## src/rtl/multicycle_ctrl.sv

```systemverilog
`default_nettype none
// ============================================================================
//  Module      : multicycle_ctrl
//  Description : Multi-cycle sequencer for the 8-bit processor datapath.
//                Steps each instruction through FETCH/DECODE/EXEC/MEM/WB,
//                drives the datapath control lines, runs the req/ready
//                handshake with the shared memory, and provides halt, a
//                sticky fault (memory timeout / illegal opcode) and a
//                retired-instruction counter.
//  Revision    : 1.0 - initial release
// ============================================================================
module multicycle_ctrl #(
  parameter int MEM_TIMEOUT = 15,
  parameter int CNT_W       = 16
) (
  input  logic             clock,
  input  logic             reset,
  input  logic [7:0]       inst,
  input  logic             zero,
  input  logic             mem_ready,
  input  logic             halt,
  output logic             mem_req,
  output logic             MemRead,
  output logic             MemWrite,
  output logic             IRWrite,
  output logic             PCWrite,
  output logic             PCSrc,
  output logic             RegDst,
  output logic             RegWrite,
  output logic             MemtoReg,
  output logic             ALUSrc,
  output logic             Branch,
  output logic             Jump,
  output logic [1:0]       ALUOp,
  output logic             halted,
  output logic             fault,
  output logic [CNT_W-1:0] retired
);

  typedef enum logic [2:0] {
    S_FETCH  = 3'd0,
    S_DECODE = 3'd1,
    S_EXEC   = 3'd2,
    S_MEM    = 3'd3,
    S_WB     = 3'd4,
    S_HALT   = 3'd5,
    S_FAULT  = 3'd6
  } state_t;

  localparam logic [2:0]       c_op_rtype = 3'd0;
  localparam logic [2:0]       c_op_addi  = 3'd1;
  localparam logic [2:0]       c_op_lw    = 3'd2;
  localparam logic [2:0]       c_op_sw    = 3'd3;
  localparam logic [2:0]       c_op_beq   = 3'd4;
  localparam logic [2:0]       c_op_j     = 3'd5;
  // Last wait value before a further idle cycle trips the timeout.
  localparam logic [7:0]       c_wait_last = 8'(MEM_TIMEOUT - 1);
  localparam logic [CNT_W-1:0] c_one       = {{(CNT_W-1){1'b0}}, 1'b1};

  state_t           r_state;
  logic [2:0]       r_op;
  logic [7:0]       r_wait;
  logic             r_fault;
  logic [CNT_W-1:0] r_retired;
  state_t           w_next_fetch;
  logic             w_unused_inst;

  // Only the opcode field of the IR matters to the sequencer.
  assign w_unused_inst = ^inst[4:0];

  // A halt request diverts any return-to-fetch into HALT.
  assign w_next_fetch = halt ? S_HALT : S_FETCH;

  // State sequencing, opcode latch, wait counter, fault flag and retire count.
  always_ff @(posedge clock or negedge reset) begin
    if (!reset) begin
      r_state   <= S_FETCH;
      r_op      <= 3'd0;
      r_wait    <= 8'd0;
      r_fault   <= 1'b0;
      r_retired <= '0;
    end else begin
      // Counter is cleared whenever not actively waiting, so every entry to
      // FETCH/MEM starts from zero.
      r_wait <= 8'd0;
      case (r_state)
        S_FETCH: begin
          if (mem_ready) begin
            r_state <= S_DECODE;
          end else if (r_wait == c_wait_last) begin
            r_state <= S_FAULT;
            r_fault <= 1'b1;
          end else begin
            r_wait <= r_wait + 8'd1;
          end
        end
        S_DECODE: begin
          r_op <= inst[7:5];
          if (inst[7:6] == 2'b11) begin
            r_fault <= 1'b1;
            r_state <= w_next_fetch;
          end else begin
            r_state <= S_EXEC;
          end
        end
        S_EXEC: begin
          case (r_op)
            c_op_rtype, c_op_addi: r_state <= S_WB;
            c_op_lw, c_op_sw:      r_state <= S_MEM;
            default: begin
              // beq and j complete here
              r_state   <= w_next_fetch;
              r_retired <= r_retired + c_one;
            end
          endcase
        end
        S_MEM: begin
          if (mem_ready) begin
            if (r_op == c_op_lw) begin
              r_state <= S_WB;
            end else begin
              r_state   <= w_next_fetch;
              r_retired <= r_retired + c_one;
            end
          end else if (r_wait == c_wait_last) begin
            r_state <= S_FAULT;
            r_fault <= 1'b1;
          end else begin
            r_wait <= r_wait + 8'd1;
          end
        end
        S_WB: begin
          r_state   <= w_next_fetch;
          r_retired <= r_retired + c_one;
        end
        S_HALT: begin
          if (!halt) begin
            r_state <= S_FETCH;
          end
        end
        default: begin
          // FAULT parks until reset
          r_state <= S_FAULT;
        end
      endcase
    end
  end

  // Control decode from state and latched opcode; gated by reset so that an
  // in-flight request drops the instant reset asserts.
  always_comb begin
    mem_req  = 1'b0;
    MemRead  = 1'b0;
    MemWrite = 1'b0;
    IRWrite  = 1'b0;
    PCWrite  = 1'b0;
    PCSrc    = 1'b0;
    RegDst   = 1'b0;
    RegWrite = 1'b0;
    MemtoReg = 1'b0;
    ALUSrc   = 1'b0;
    Branch   = 1'b0;
    Jump     = 1'b0;
    ALUOp    = 2'b00;
    if (reset) begin
      case (r_state)
        S_FETCH: begin
          mem_req = 1'b1;
          MemRead = 1'b1;
          IRWrite = mem_ready;
          PCWrite = mem_ready;
        end
        S_EXEC: begin
          case (r_op)
            c_op_rtype: ALUOp = 2'b10;
            c_op_addi, c_op_lw, c_op_sw: ALUSrc = 1'b1;
            c_op_beq: begin
              ALUOp   = 2'b01;
              Branch  = 1'b1;
              PCWrite = zero;
              PCSrc   = 1'b1;
            end
            c_op_j: begin
              Jump    = 1'b1;
              PCWrite = 1'b1;
              PCSrc   = 1'b1;
            end
            default: ;
          endcase
        end
        S_MEM: begin
          mem_req  = 1'b1;
          ALUSrc   = 1'b1;
          MemRead  = (r_op == c_op_lw);
          MemWrite = (r_op == c_op_sw);
        end
        S_WB: begin
          RegWrite = 1'b1;
          RegDst   = (r_op == c_op_rtype);
          MemtoReg = (r_op == c_op_lw);
          ALUSrc   = (r_op == c_op_addi);
        end
        default: ;
      endcase
    end
  end

  assign halted  = reset && (r_state == S_HALT);
  assign fault   = r_fault;
  assign retired = r_retired;

endmodule
`default_nettype wire
```

## config.mk

```make
export PLATFORM = sky130hd
export DESIGN_NAME = multicycle_ctrl
export DESIGN_NICKNAME = d
export VERILOG_FILES = /design/src/rtl/multicycle_ctrl.sv
export SDC_FILE = /design/constraint.sdc
export NUM_CORES = 1
export LEC_CHECK = 0
export CAP_MARGIN = 20
export CORE_MARGIN = 2
export CORE_UTILIZATION = 49
export CTS_CLUSTER_DIAMETER = 30
export DETAILED_ROUTE_END_ITERATION = 7
export PLACE_DENSITY_LB_ADDON = 0.15
export SLEW_MARGIN = 20
export SYNTH_ARGS = -nofsm -noshare
export SYNTH_HDL_FRONTEND = slang
export SYNTH_SLANG_ARGS = --single-unit
```

## constraint.sdc

```tcl
create_clock -name clock -period 2.1 [get_ports clock]
set_input_delay 0.315 -clock clock [delete_from_list [all_inputs] [get_ports clock]]
set_output_delay 0.315 -clock clock [all_outputs]
set_load 0.01 [all_outputs]
```

== Word-level counts from Yosys, hierarchy flattened ==
Index checks and enable logic that the tools add are counted.

* Register bits: 31
* Latch bits: 0
* RAM bits: 0
* Bits in read-only memories: 0
* Input bits: 13
* Output and inout port bits: 32
* Word-level logic and storage cells: 91
* Memories kept: 0

* $add $sub $neg: 2
* Multipliers: 0
* Divide/modulo/power cells: 0
* $lt $le $gt $ge: 0
* Equality and inequality tests: 19
* Shift operators: 0
* Mux-type cells: 52
* Bitwise gates (word level): 0
* Reductions and logical operators: 13

{| class="wikitable"
|+ Operators by type and width
! cell !! count
|-
| 16-bit two-way mux || 3
|-
| 16-bit case mux with 3 select lines || 1
|-
| 1-bit two-way mux || 28
|-
| 8-bit two-way mux || 3
|-
| 3-bit two-way mux || 7
|-
| 3-bit case mux with 6 select lines || 1
|-
| 16-bit by 1-bit adder with 16-bit output (second input constant) || 1
|-
| 3-bit by 2-bit equality test with 1-bit output (second input constant) || 4
|-
| 3-bit equality test (second input constant) || 4
|-
| 2-bit != test (second input constant) || 6
|-
| 8-bit by 1-bit adder with 8-bit output (second input constant) || 1
|-
| 8-bit by 4-bit equality test with 1-bit output (second input constant) || 1
|-
| 1-bit case mux with 2 select lines || 4
|-
| 4-bit AND reduction || 2
|-
| 2-bit OR reduction || 4
|-
| 3-bit by 1-bit equality test with 1-bit output (second input constant) || 2
|-
| 3-bit logical NOT || 2
|-
| 3-bit case mux with 2 select lines || 1
|-
| 2-bit two-way mux || 2
|-
| 2-bit case mux with 2 select lines || 1
|-
| 4-bit OR reduction || 1
|-
| 1-bit case mux with 3 select lines || 1
|-
| 3-bit nonzero test || 1
|-
| 3-bit OR reduction || 1
|-
| other kinds (4) || 4
|}

== Depth between registers and ports, before layout ==
Gate-level depths: netlist of the first run.

* Word-level depth: 5
* Gate-level depth with buffers: 6

== Worst setup path before layout of the first run ==
OpenSTA, ideal clock, no wires.

* Path type: reg-to-output
* Start point: register r_state[2]
* End point: output RegDst
* Arrival: 1.294 ns
* Path slack: 0.491 ns
* Cell stages (with the launch flop): 5
* Path through: dfrtp_1 clkbuf_1 nor2b_1 nand2_1 nor4_1

* Longest elaborated chain between the ends: 3

{| class="wikitable"
|+ RTL lines
! what !! line !! text
|-
| from (decl) || 60 || <nowiki>state_t r_state;</nowiki>
|-
| from (signal assigned) || 101 || <nowiki>r_state <= w_next_fetch;</nowiki>
|-
| from (signal assigned) || 112 || <nowiki>r_state <= w_next_fetch;</nowiki>
|-
| from (signal assigned) || 122 || <nowiki>r_state <= w_next_fetch;</nowiki>
|-
| 3-bit equality test || 166 || <nowiki>case (r_state)</nowiki>
|-
| 1-bit two-way mux || 166 ||
|-
| 1-bit two-way mux || 165 || <nowiki>if (reset) begin</nowiki>
|-
| to (decl) || 28 || <nowiki>output logic RegDst,</nowiki>
|}

Every way passes these cells.

== Worst setup path after layout of the first run ==
* Start point: register r_state[1]
* End point: output ALUSrc

* Longest elaborated chain between the ends: 3

{| class="wikitable"
|+ RTL lines
! what !! line !! text
|-
| 3-bit equality test or 3-bit by 2-bit equality test with 1-bit output (tied branches) || 166 ||
|-
| 1-bit case mux with 3 select lines * || 166 ||
|-
| 1-bit two-way mux * || 165 ||
|-
| to (decl) || 31 || <nowiki>output logic ALUSrc,</nowiki>
|}

Mark *: on every way between the ends. The rest lies on a longest branch, timed or not.

==> results of run 1 <==
## flip-flops by register name, summed over array words and instances, names as in the netlist
signal	count
fault	1
r_op	3
r_state	3
r_wait	8
retired	16
## what timing repair did
| action | in CTS | in global routing |
|---|---|---|
| endpoints found under the setup margin | 12 | 6 |
| gates resized for setup | 17 | 5 |
| setup buffers | 4 | 1 |
| gates cloned | 0 | 0 |
## per-layer routing
layer | global-route usage, % | up-vias | share of wire [%]
met5 | 0 | - | 0
met4 | 9.57 | 0 | 1.1
met3 | 3.13 | 5 | 2.5
met2 | 37.0 | 24 | 52
met1 | 28.4 | 795 | 45
li1 | - | 785 | -
## area by class of cell
| type | count | area (um^2) | area share (%) |
|---|---|---|---|
| clock buffers | 6 | 72.6 | 2.89 |
| clock inverters | 1 | 30.0 | 1.20 |
| inverters | 5 | 18.8 | 0.747 |
| well taps | 48 | 60.1 | 2.39 |
| repair buffers | 62 | 566 | 22.5 |
| flip-flops and latches | 31 | 779 | 31.0 |
| multi-input cells | 146 | 985 | 39.2 |
## worst paths after layout
path,start,to,cells past startpoint
max,r_state[1],ALUSrc,5
min,reset,r_op[0],2
max reg2reg,r_state[2],retired[12],5
min reg2reg,retired[15],retired[15],1
max in group asynchronous,reset,r_state[0],4
min in group clock,retired[15],retired[15],1
## power groups by stage
stage / Combinational (mW) / Clock (mW) / Sequential [mW]
2_1_floorplan: 0.0198 / 0 / 0.614
5_1_grt: 0.0731 / 0.600 / 0.604
4_1_cts: 0.0662 / 0.569 / 0.604
6_report: 0.0656 / 0.559 / 0.605
3_5_place_dp: 0.0656 / 0 / 0.615
3_3_place_gp: 0.0644 / 0 / 0.615
## critical path: cells and delay by family, from the launching register on
family | cells | cell delay [ns]
buffers and inverters | 1 | 0.52
AOI/OAI and AO/OA | 3 | 0.37
DFF | 1 | 0.43
and+or+nand+nor | 1 | 0.19
## kinds of logic (layout without fill, tap and decap cells)
| logic type | count (synthesis) | count (layout) | synth area share (%) |
|---|---|---|---|
| compound gates | 23 | 23 | 8.95 |
| mux | 5 | 5 | 3.05 |
| fa+ha+maj | 3 | 3 | 2.08 |
| simple gates | 94 | 94 | 29.4 |
| buf+inv | 14 | 74 | 3.33 |
| xor+xnor | 21 | 21 | 10.2 |
| flops | 31 | 31 | 43.0 |
## cell usage in the layout, fill, tap and decap left out, types with 2 or more instances in the layout
cell,count
a211oi_1,2
a21o_1,2
a21oi_1,5
and2_1,6
and3_1,10
buf_4,23
clkbuf_8,5
clkdlybuf4s50_1,26
dfrtp_1,28
dfrtp_2,3
dlygate4sd2_1,8
dlymetal6s2s_1,5
ha_1,3
inv_1,5
mux2_2,4
nand2_1,13
nand2b_1,2
nand3_1,13
nand3b_1,2
nand4_1,9
nor2_1,17
nor2_2,2
nor2b_1,4
nor2b_2,2
nor3_1,4
o21ai_0,5
xnor2_1,16
xor2_1,5
## metrics by stage
| step | std cells | TNS (ns) | util, % |
|---|---|---|---|
| final | 299 | -0.0176 | 69.6 |
| after global routing | 299 | -0.0833 | 69.6 |
| after CTS | 298 | -0.0101 | 69.1 |
| after detailed placement | 287 | -0.309 | 65.1 |
| after global placement | 287 | -0.181 | 65.1 |
| after floorplan | 191 | 0 | - |
==> flow_summary.yaml, run 1 <==
clocking:
  clock_path_buffers: 2
  htreeDepth: 2
  ctsHoldBuffers: 0
  cts_buffers: 5
  cts_num_sinks: 31
  root_buffer: "clkbuf_8"
  clk_pin_slew_worst_paths_ns: 0.06
  clk_latency_ns: 0.28
  tritoncts: "yes"
synth:
  synth_edf_count: 0
  yosysSeqAreaShare_pct: 43.0
  yosysMostFrequentCell: "dfrtp_1"
  yosys.area.top_type: "dfrtp_1"
  synth_ff_type: "dfrtp_1"
  async_reset_ff_share_pct: 100
  syn-num-nets: 207
  synth_cell_types: 42
  synth_seq_cells: 31
  syn_area_per_cell_um2: 9.45
  synthCells: 191
  syn_area_um2: 1800
  ys_top_cells_by_area: "dfrtp_1, xnor2_1, nor2_1"
  synth_common_cells: "dfrtp_1, nor2_1, xnor2_1, nand2_1, nand3_1"
  ys_warn_count: 0
  yosysTopAreaCellShare_pct: 43.0
timing:
  clock_skew_ns: 0.00502
  fin_crit_ns: 2.12
  fin_crit_sh_pct: 101
  setup_slack_ns: -0.0176
  holdWs_ns: 0.329
  setup_viol: 1
  max_slew_margin_pct: 63.7
  grt_setup_unrepaired: "true"
  slew_violations: 0
  tightest_slew_ns: 0.542
  finalHoldViolations: 0
  max_freq_mhz: 472
worst_setup_path:
  crit_slowest_cell: "clkdlybuf4s50_1"
  worstSetupStartpointType: "flop"
  crit_arrival_ns: 1.80
  cpPeakStageDelay_ns: 0.52
  cp.required_ns: 1.78
  endpoint_kind: "output pin"
  r2r_slack_ns: 0.29
  worstPathCellList: "nor2b_2, o21ai_0, a21oi_1, o21a_1, clkdlybuf4s50_1"
  cp_max_fo: 7
  worstSetupPathType: "reg2out"
layout:
  fin_nets: 267
  final_cell_area_um2: 2510
  area_growth_pct: 39.2
  antenna_cells: 0
  fillCellCount: 281
  drive_gt1_share_pct: 19.1
die:
  core_um2: 3610
  start_util_pct: 50.0
  io_pins: 45
  die_x_um: 64.7
  std_cell_rows: 22
  die_h_um: 64.7
  die-area_um2: 4180
pwr:
  p_total_mw: 1.23
  leakage_nw: 1.20
  internal_power_mw: 0.980
  p_clk_share_pct: 45.5
  p_seq_share_pct: 49.2
  swShare_pct: 20.3
  ir_drop_v: 0.000344
  power.density_nw_per_um2: 490
  p_sw_mw: 0.250
  pwr-share-comb_pct: 5.3
detailed_routing:
  vias: 1609
  drc: 0
  viasPerCell: 5.38
  drtIter0Drc: 81
  wl_per_cell_um: 13.9
  postRouteAntennaNets: 0
  dr.pass1.iters: 4
  drt_wl_total_um: 4160
place:
  dp_hpwl_um: 3050
  dp_slack_ns: -0.0784
  place_area_um2: 2350
  port_buffers: 39
  gp_congestion: 0.906
global_routing:
  grt.total_usage_pct: 22.0
  grt_pass1_vias: 1602
  grt_pass1_wl_um: 7250
  grt_remaining_overflow: 0
  antenna_found_initial: 0
  grt_max_degree: 24
worst_hold_path:
  hold_path_class: "in2async"
run:
  cap_violations: 0
status:
  run_status: "complete, but fails checks"
  failed_checks: "setup timing"
Power figures use the tool's default switching activity.
==> inputs of run 2 (changes only) <==
CAP_MARGIN = 5   (was 20)
SLEW_MARGIN = unset   (was 20)
==> results of run 2 <==
Final layout, timing and power as in run 1 (identical DEF).
